`src/rtl/rv_pkg.sv`:
```
// Shared RV32 execute-stage types: branch funct3 codes, the skid entry payload and skid FSM states.
package rv_pkg;

  localparam int unsigned DATA_W  = 32;
  localparam int unsigned RD_W    = 5;
  localparam int unsigned FLAGS_W = 4;
  localparam int unsigned F3_W    = 3;

  localparam logic [F3_W-1:0] F3_BEQ  = 3'b000;
  localparam logic [F3_W-1:0] F3_BNE  = 3'b001;
  localparam logic [F3_W-1:0] F3_BLT  = 3'b100;
  localparam logic [F3_W-1:0] F3_BGE  = 3'b101;
  localparam logic [F3_W-1:0] F3_BLTU = 3'b110;
  localparam logic [F3_W-1:0] F3_BGEU = 3'b111;

  // Flags are packed {N,Z,V,C}; regwrite is already cleared for branches.
  typedef struct packed {
    logic [DATA_W-1:0]  res;
    logic [FLAGS_W-1:0] flags;
    logic [RD_W-1:0]    rd;
    logic               regwrite;
    logic               taken;
  } ex_entry_t;

  typedef enum logic [1:0] {
    EMPTY = 2'd0,
    ONE   = 2'd1,
    FULL  = 2'd2
  } skid_state_t;

endpackage

```
`src/rtl/ex_result_skid_if.sv`:
```
// Execute-result handshake bundle: ALU capture side (in_*) and mem/wb side (out_*).
interface ex_result_skid_if;

  logic                       in_valid;
  logic                       in_ready;
  logic [rv_pkg::DATA_W-1:0]  in_res;
  logic                       in_n;
  logic                       in_z;
  logic                       in_v;
  logic                       in_c;
  logic [rv_pkg::RD_W-1:0]    in_rd;
  logic                       in_regwrite;
  logic                       in_branch;
  logic [rv_pkg::F3_W-1:0]    in_funct3;

  logic                       out_valid;
  logic                       out_ready;
  logic [rv_pkg::DATA_W-1:0]  out_res;
  logic [rv_pkg::FLAGS_W-1:0] out_flags;
  logic [rv_pkg::RD_W-1:0]    out_rd;
  logic                       out_regwrite;
  logic                       out_taken;

  modport master (
    output in_valid, in_res, in_n, in_z, in_v, in_c, in_rd, in_regwrite, in_branch, in_funct3,
    output out_ready,
    input  in_ready,
    input  out_valid, out_res, out_flags, out_rd, out_regwrite, out_taken
  );

  modport slave (
    input  in_valid, in_res, in_n, in_z, in_v, in_c, in_rd, in_regwrite, in_branch, in_funct3,
    input  out_ready,
    output in_ready,
    output out_valid, out_res, out_flags, out_rd, out_regwrite, out_taken
  );

endinterface

```
`src/rtl/ex_result_skid_branch_cond.sv`:
```
// Combinational RV32 B-type condition from ALU flags; shared with branch-prediction checks.
module branch_cond
  import rv_pkg::*;
(
  input  logic [F3_W-1:0] funct3,
  input  logic            n,
  input  logic            z,
  input  logic            v,
  input  logic            c,
  output logic            cond_c
);

  always_comb begin
    cond_c = 1'b0;
    unique case (funct3)
      F3_BEQ:  cond_c = z;
      F3_BNE:  cond_c = ~z;
      F3_BLT:  cond_c = n ^ v;
      F3_BGE:  cond_c = ~(n ^ v);
      F3_BLTU: cond_c = ~c;
      F3_BGEU: cond_c = c;
      default: cond_c = 1'b0;
    endcase
  end

endmodule

```
`src/rtl/ex_result_skid.sv`:
```
// Registered ALU result stage with branch resolution and a 2-entry skid buffer toward mem/wb.
module ex_result_skid
  import rv_pkg::*;
(
  input  logic             clk,
  input  logic             rst_n,
  input  logic             flush,
  ex_result_skid_if.slave  bus
);

  skid_state_t state_q;
  skid_state_t state_nx;
  ex_entry_t   head_q;
  ex_entry_t   head_nx;
  ex_entry_t   skid_q;
  ex_entry_t   skid_nx;
  ex_entry_t   in_entry;
  logic        in_ready_q;
  logic        out_valid_q;
  logic        cond;
  logic        accept;
  logic        pop;

  branch_cond u_branch_cond (
    .funct3 (bus.in_funct3),
    .n      (bus.in_n),
    .z      (bus.in_z),
    .v      (bus.in_v),
    .c      (bus.in_c),
    .cond_c (cond)
  );

  // Branches never write rd; taken is resolved once, at capture.
  always_comb begin
    in_entry          = '0;
    in_entry.res      = bus.in_res;
    in_entry.flags    = {bus.in_n, bus.in_z, bus.in_v, bus.in_c};
    in_entry.rd       = bus.in_rd;
    in_entry.regwrite = bus.in_regwrite & ~bus.in_branch;
    in_entry.taken    = bus.in_branch & cond;
  end

  assign accept = bus.in_valid & in_ready_q;
  assign pop    = out_valid_q & bus.out_ready;

  always_comb begin
    state_nx = state_q;
    head_nx  = head_q;
    skid_nx  = skid_q;
    if (flush) begin
      state_nx = EMPTY;
    end else begin
      unique case (state_q)
        EMPTY: begin
          if (accept) begin
            state_nx = ONE;
            head_nx  = in_entry;
          end
        end
        ONE: begin
          if (accept && pop) begin
            head_nx = in_entry;
          end else if (accept) begin
            state_nx = FULL;
            skid_nx  = in_entry;
          end else if (pop) begin
            state_nx = EMPTY;
          end
        end
        FULL: begin
          if (pop) begin
            state_nx = ONE;
            head_nx  = skid_q;
          end
        end
        default: state_nx = EMPTY;
      endcase
    end
  end

  // Handshake flags are registered from the next state so out_ready never reaches in_ready.
  always_ff @(posedge clk or negedge rst_n) begin
    if (!rst_n) begin
      state_q     <= EMPTY;
      head_q      <= '0;
      skid_q      <= '0;
      in_ready_q  <= 1'b1;
      out_valid_q <= 1'b0;
    end else begin
      state_q     <= state_nx;
      head_q      <= head_nx;
      skid_q      <= skid_nx;
      in_ready_q  <= (state_nx != FULL);
      out_valid_q <= (state_nx != EMPTY);
    end
  end

  assign bus.in_ready     = in_ready_q;
  assign bus.out_valid    = out_valid_q;
  assign bus.out_res      = head_q.res;
  assign bus.out_flags    = head_q.flags;
  assign bus.out_rd       = head_q.rd;
  assign bus.out_regwrite = head_q.regwrite;
  assign bus.out_taken    = head_q.taken;

endmodule

```
`src/flat_wrapper.sv`:
```
// flat-port wrapper written by rule: the top's interface ports become plain ports
module ex_result_skid_flat import rv_pkg::*;
  (clk, rst_n, flush, bus_in_valid, bus_in_res, bus_in_n, bus_in_z, bus_in_v, bus_in_c, bus_in_rd, bus_in_regwrite, bus_in_branch, bus_in_funct3, bus_out_ready, bus_in_ready, bus_out_valid, bus_out_res, bus_out_flags, bus_out_rd, bus_out_regwrite, bus_out_taken);
  ex_result_skid_if bus_i ();
  input  logic clk;
  input  logic rst_n;
  input  logic flush;
  input wire logic [$bits(bus_i.in_valid)-1:0] bus_in_valid;
  input wire logic [$bits(bus_i.in_res)-1:0] bus_in_res;
  input wire logic [$bits(bus_i.in_n)-1:0] bus_in_n;
  input wire logic [$bits(bus_i.in_z)-1:0] bus_in_z;
  input wire logic [$bits(bus_i.in_v)-1:0] bus_in_v;
  input wire logic [$bits(bus_i.in_c)-1:0] bus_in_c;
  input wire logic [$bits(bus_i.in_rd)-1:0] bus_in_rd;
  input wire logic [$bits(bus_i.in_regwrite)-1:0] bus_in_regwrite;
  input wire logic [$bits(bus_i.in_branch)-1:0] bus_in_branch;
  input wire logic [$bits(bus_i.in_funct3)-1:0] bus_in_funct3;
  input wire logic [$bits(bus_i.out_ready)-1:0] bus_out_ready;
  output wire logic [$bits(bus_i.in_ready)-1:0] bus_in_ready;
  output wire logic [$bits(bus_i.out_valid)-1:0] bus_out_valid;
  output wire logic [$bits(bus_i.out_res)-1:0] bus_out_res;
  output wire logic [$bits(bus_i.out_flags)-1:0] bus_out_flags;
  output wire logic [$bits(bus_i.out_rd)-1:0] bus_out_rd;
  output wire logic [$bits(bus_i.out_regwrite)-1:0] bus_out_regwrite;
  output wire logic [$bits(bus_i.out_taken)-1:0] bus_out_taken;
  assign bus_i.in_valid = bus_in_valid;
  assign bus_i.in_res = bus_in_res;
  assign bus_i.in_n = bus_in_n;
  assign bus_i.in_z = bus_in_z;
  assign bus_i.in_v = bus_in_v;
  assign bus_i.in_c = bus_in_c;
  assign bus_i.in_rd = bus_in_rd;
  assign bus_i.in_regwrite = bus_in_regwrite;
  assign bus_i.in_branch = bus_in_branch;
  assign bus_i.in_funct3 = bus_in_funct3;
  assign bus_i.out_ready = bus_out_ready;
  assign bus_in_ready = bus_i.in_ready;
  assign bus_out_valid = bus_i.out_valid;
  assign bus_out_res = bus_i.out_res;
  assign bus_out_flags = bus_i.out_flags;
  assign bus_out_rd = bus_i.out_rd;
  assign bus_out_regwrite = bus_i.out_regwrite;
  assign bus_out_taken = bus_i.out_taken;
  ex_result_skid u_core (.clk(clk), .rst_n(rst_n), .flush(flush), .bus(bus_i));
endmodule
```
`config.mk`:
```
export PLATFORM = sky130hd
export DESIGN_NAME = ex_result_skid_flat
export DESIGN_NICKNAME = d
export VERILOG_FILES = /design/src/rtl/rv_pkg.sv /design/src/rtl/ex_result_skid_if.sv /design/src/rtl/ex_result_skid_branch_cond.sv /design/src/rtl/ex_result_skid.sv /design/src/flat_wrapper.sv
export SDC_FILE = /design/constraint.sdc
export NUM_CORES = 1
export LEC_CHECK = 0
export CAP_MARGIN = 20
export CORE_AREA = 2 2 92 94
export CTS_BUF_LIST = sky130_fd_sc_hd__clkbuf_2 sky130_fd_sc_hd__clkbuf_4 sky130_fd_sc_hd__clkbuf_8
export DETAILED_ROUTE_END_ITERATION = 16
export DIE_AREA = 0 0 94 96
export PLACE_DENSITY = 0.88
export RECOVER_POWER = 100
export SYNTH_ARGS = -nofsm -noshare
export SYNTH_HDL_FRONTEND = slang
export SYNTH_SLANG_ARGS = --single-unit
```
`constraint.sdc`:
```
create_clock -name clk -period 2.22 [get_ports clk]
set_input_delay 0.555 -clock clk [delete_from_list [all_inputs] [get_ports clk]]
set_output_delay 0.555 -clock clk [all_outputs]
set_load 0.05 [all_outputs]
```
Word level (Yosys, flattened, before mapping)
Index checks and enable logic that the tools add are counted.
Widths: inputs -> output; s select.
{"block": "word_totals", "regBits": 90, "output_inout_bits": 45, "wordCells": 54}
{"block": "op_classes", "n_eq_ne": 11, "muxes": 12, "bitwise": 11, "reduce_logical": 7}
{"op": "$mux 43", "count": 3}
{"op": "$pmux 43 s3", "count": 1}
{"op": "$eq 3x3->1 const B", "count": 4}
{"op": "$mux 2", "count": 6}
{"op": "$ne 2x1->1 const B", "count": 3}
{"op": "$not 1->1", "count": 6}
{"op": "$pmux 1 s6", "count": 1}
{"op": "$pmux 2 s3", "count": 1}
{"op": "$reduce_and 5->1", "count": 1}
{"op": "$and 1x1->1", "count": 4}
{"op": "$reduce_and 4->1", "count": 1}
{"op": "$eq 3x1->1 const B", "count": 1}
{"op": "$logic_not 3->1", "count": 1}
{"op": "$reduce_bool 3->1", "count": 1}
{"op": "$eq 2x1->1 const B", "count": 1}
{"op": "$eq 2x2->1 const B", "count": 1}
{"op": "$logic_not 2->1", "count": 1}
{"op": "$ne 2x2->1 const B", "count": 1}
{"op": "$reduce_bool 2->1", "count": 1}
{"op": "$logic_and 1x1->1", "count": 1}
{"op": "$xor 1x1->1", "count": 1}

Longest topological paths before layout
{"block": "logic_depth", "ltp_word": 7, "ltp_mapped": 6}

Modules after synthesis
Synthesis repeated with hierarchy kept, for this count alone.
{"block": "hier_totals", "hier_cells": 352, "area_unflattened_um2": 4025.1}
{"module": "ex_result_skid", "n_inst": 1, "cells_per_inst": 342, "area_each_um2": 3957.5, "seq_area_each_um2": 2253.4}
{"module": "branch_cond", "n_inst": 1, "cells_per_inst": 10, "area_each_um2": 67.6, "seq_area_each_um2": 0.0}

Worst setup path before layout
OpenSTA, ideal clock, no wires.
{"block": "synth_path", "path_kind": "register -> register", "start": "reg u_core.in_ready_q, in the netlist u_core.bus.in_ready", "end": "reg u_core.head_q, in the netlist u_core.bus.out_res[13]", "setup_time_ns": 0.125, "arrival_ns": 1.753, "t_required_ns": 2.095, "slack_ns": 0.343, "path_stages_with_launch": 6, "path_buffers": 1, "synth_period_minus_slack_ns": 1.877, "path_cell_list": "dfstp_2 and3b_1 a32oi_2 nor2_4 buf_6 mux2_2"}
{"block": "synth_via", "elab_chain_cells": 4}
{"item": "from (decl)", "line_no": "ex_result_skid.sv:18", "rtl": "logic in_ready_q;"}
{"item": "from (signal assigned)", "line_no": "ex_result_skid.sv:93", "rtl": "in_ready_q <= (state_nx != FULL);"}
{"item": "$and 1x1->1 (*)", "line_no": "ex_result_skid.sv:43", "rtl": "assign accept = bus.in_valid & in_ready_q;"}
{"item": "$logic_and 1x1->1", "line_no": "ex_result_skid.sv:61", "rtl": "if (accept && pop) begin"}
{"item": "$ne 2x1->1 (no source line)"}
{"item": "$reduce_and 5->1 (no source line) (*)"}
{"item": "to (signal assigned)", "line_no": "ex_result_skid.sv:91", "rtl": "head_q <= head_nx;"}
{"item": "to (decl)", "line_no": "ex_result_skid.sv:13", "rtl": "ex_entry_t head_q;"}
Mark *: on every way between the ends. The rest lies on a longest branch, timed or not.
A chain may end at the register's enable or synchronous reset.

Worst setup path in the final report
{"block": "layout_path", "start": "reg u_core.head_q, in the netlist u_core.bus.out_flags[1]", "end": "out bus_out_flags[1]"}
{"item": "to (decl)", "line_no": "flat_wrapper.sv:22", "rtl": "output wire logic [$bits(bus_i.out_flags)-1:0] bus_out_flags;"}
No word-level cell between the ends.

==> results.toml <==
[critical_path]
reg2reg_to = "u_core.bus.out_res[14]"
worstPathArrival_ns = 1.60
reg2reg_depth = 5
critical_path.max_stage_delay_ns = 0.88
crit_buf_inv = 1
path_class = "flip-flop to primary output"
cp-end-kind = "primary output"
worst_setup_path_start_kind = "flip-flop"
crit_fanout = 2
cp.required_ns = 1.66
r2r_slack_ns = 0.37
critPathTopFamily = "buffers and inverters"
path_cells = "dlygate4sd3_1"
reg2reg_from = "u_core.bus.in_ready"
slowest_stage = "dlygate4sd3_1"

[power_and_ir_drop]
p_comb_share_pct = 39.9
intPower_uw = 4200
power_frac_clock_pct = 19.9
p_sw_share_pct = 36.87
p_per_area_mw_per_mm2 = 1257
p_leak_uw = 0.002234
ir_drop_mv = 0.5903
p_seq_share_pct = 40.2
switching_power_uw = 2453

[detailed_routing]
first_iter_violations = 63
drcViolationCount = 0
drtPass1Iterations = 4
ant_nets = 0
vias_per_cell = 5.261
vias = 2504
finalWirelength_um = 7755
post_drt_wl_per_cell_um = 16.29

[sta]
setup_ws_ns = 0.06309
fmax_ghz = 0.4636
fin_tns_setup_ns = 0
setup_viol = 0
fin_crit_sh_pct = 97.16
holdWs_ns = 0.3071
slew-limit-headroom_pct = 41.70
rsz0062_at_grt = "false"
drv_slew = 0
final_hold_viol_count = 0
clock_skew_ns = 0.005328
tightestPinTransition_ns = 0.8745
finalCriticalPeriod_ns = 2.157

[clock_tree]
numCtsBuffers = 9
clk_latency_ns = 0.35
htreeDepth = 3
clk_pin_slew_ns = 0.09
cts_max_path_buffers = 2
cts_hold_buf = 0
cts_tree = "yes"
cts_sinks = 90
cts_root_buffer = "clkbuf_8"

[yosys]
async_flop_share_pct = 100.0
yosysWarnings = 0
synth_seq_cells = 90
yosysUniqueCellTypes = 27
yosys.area.top_type = "dfrtp_1"
yosysSeqAreaShare_pct = 56.44
syn_area_mm2 = 0.003993
synth_common_cells = "mux2_2 (110), dfrtp_1 (89), mux2_1 (15)"
synth_most_common_cell = "mux2_2"
synth_top_area_share_pct = 55.78
synth_area_per_cell_um2 = 15.12
synth-edff-count = 0
ys.flop_type = "dfrtp_1"
syn_inst = 264
yosys-top-cells-area = "dfrtp_1 (56%), mux2_2 (31%), mux2_1 (4.2%)"
syn_nets = 315

[grt]
grt_usage_pct = 17.93
antenna_found_initial = 0
grt_pass1_vias = 2597
grt_pass1_wl_um = 12500
use_met2_pct = 31.61
grt_max_degree = 46
use_met3_pct = 3.602
global_route.overflow_total = 0
gr-max-usage-layer = "met2"
met1_usage_pct = 22.06

[final_layout]
num_antenna_cells = 0
nets = 418
area_growth_pct = 32.56
drive_gt1_share_pct = 38.01

[floorplanning]
die_h_um = 96
die_w_um = 94
core_mm2 = 0.008051
start_util_pct = 49.59
num_io_pins = 96
num_rows = 33
dieArea_mm2 = 0.009024

[place]
place_ws_ns = -0.03372
routabilityCongestion = 0.7729
place_hpwl_um = 5460
io_buffers = 95

[hold_path]
min_path_type = "input pin to async pin"

[run_status]
status = "finished, final reports clean"

[flow_run]
maxCapViolations = 0
==> kinds of logic after synthesis <==
group | share of synthesized area, %
AO/OA/AOI/OAI | 3.479
XOR/XNOR | 0.5640
buffers and inverters | 2.601
flip-flops | 56.44
multiplexers | 35.26
AND/OR/NAND/NOR | 1.661
==> worst max path at each step <==
stage	cells past startpoint	slack, ns	from	to
floorplan	5	0.34	u_core.bus.in_ready	u_core.bus.out_res[13]
global placement	6	0.02	bus_in_valid	u_core.bus.out_res[22]
detailed placement	6	-0.03	bus_in_valid	u_core.bus.out_res[14]
CTS	1	0.02	u_core.bus.out_valid	bus_out_valid
global route	1	0.04	u_core.bus.out_flags[1]	bus_out_flags[1]
finish	1	0.06	u_core.bus.out_flags[1]	bus_out_flags[1]
==> per-layer routing <==
| layer | vias up | part of all wire, % | wire, µm |
|---|---|---|---|
| li1 | 1164 | - | - |
| met2 | 63 | 50 | 3893 |
| met4 | 0 | 1.6 | 122 |
| met5 | - | 0 | 0 |
| met1 | 1265 | 44 | 3394 |
| met3 | 12 | 4.4 | 344 |
==> power by group through the flow <==
stage | Combinational (µW) | Clock [µW] | Sequential [µW]
6_report | 2660 | 1320 | 2670
5_1_grt | 2800 | 1410 | 2750
4_1_cts | 2790 | 1350 | 2690
3_5_place_dp | 2780 | 0 | 2710
3_3_place_gp | 2720 | 0 | 2670
2_1_floorplan | 815 | 0 | 3680
==> registers in the layout (all words and copies together), names as in the netlist <==
signal	cells
u_core.bus.in_ready	1
u_core.bus.out_regwrite	1
u_core.bus.out_rd	5
u_core.bus.out_flags	4
u_core.state_q	2
u_core.bus.out_taken	1
u_core.bus.out_res	32
u_core.bus.out_valid	1
u_core.skid_q	43
==> stage by stage <==
step           cell area [µm²]  util (%)  cells  power (µW)
5_1_grt                   5293     65.73    476        6969
3_5_place_dp              5114     63.51    461        5496
2_1_floorplan             3993         -    264        4496
4_1_cts                   5354     66.50    476        6824
6_report                  5293     65.73    476        6653
3_3_place_gp              5114     63.51    461        5382
==> cell type report <==
type                    count  area (µm²)
flip-flops and latches     90        2253
clock buffers              10       137.6
inverters                   4       15.01
clock inverters             5       102.6
well taps                 105       131.4
multi-input cells         157        1643
fillers                   600        2759
repair buffers            105        1010
==> placed cells by master, fill, tap and decap left out, types with 4 or more instances in the layout <==
cell type,netlist,layout
clkbuf_2,0,4
inv_1,4,4
mux2_1,15,15
dlygate4sd3_1,0,33
clkdlybuf4s50_1,0,59
clkbuf_8,0,10
dfrtp_1,89,89
mux2_2,110,110
nand2_1,6,6
o21ai_0,7,7
==> repair_timing <==
item                                    in CTS  in global routing
resized for setup                            0                  1
setup buffers                                0                  0
endpoints found under the setup margin       0                  1
Power figures use the tool's default switching activity.
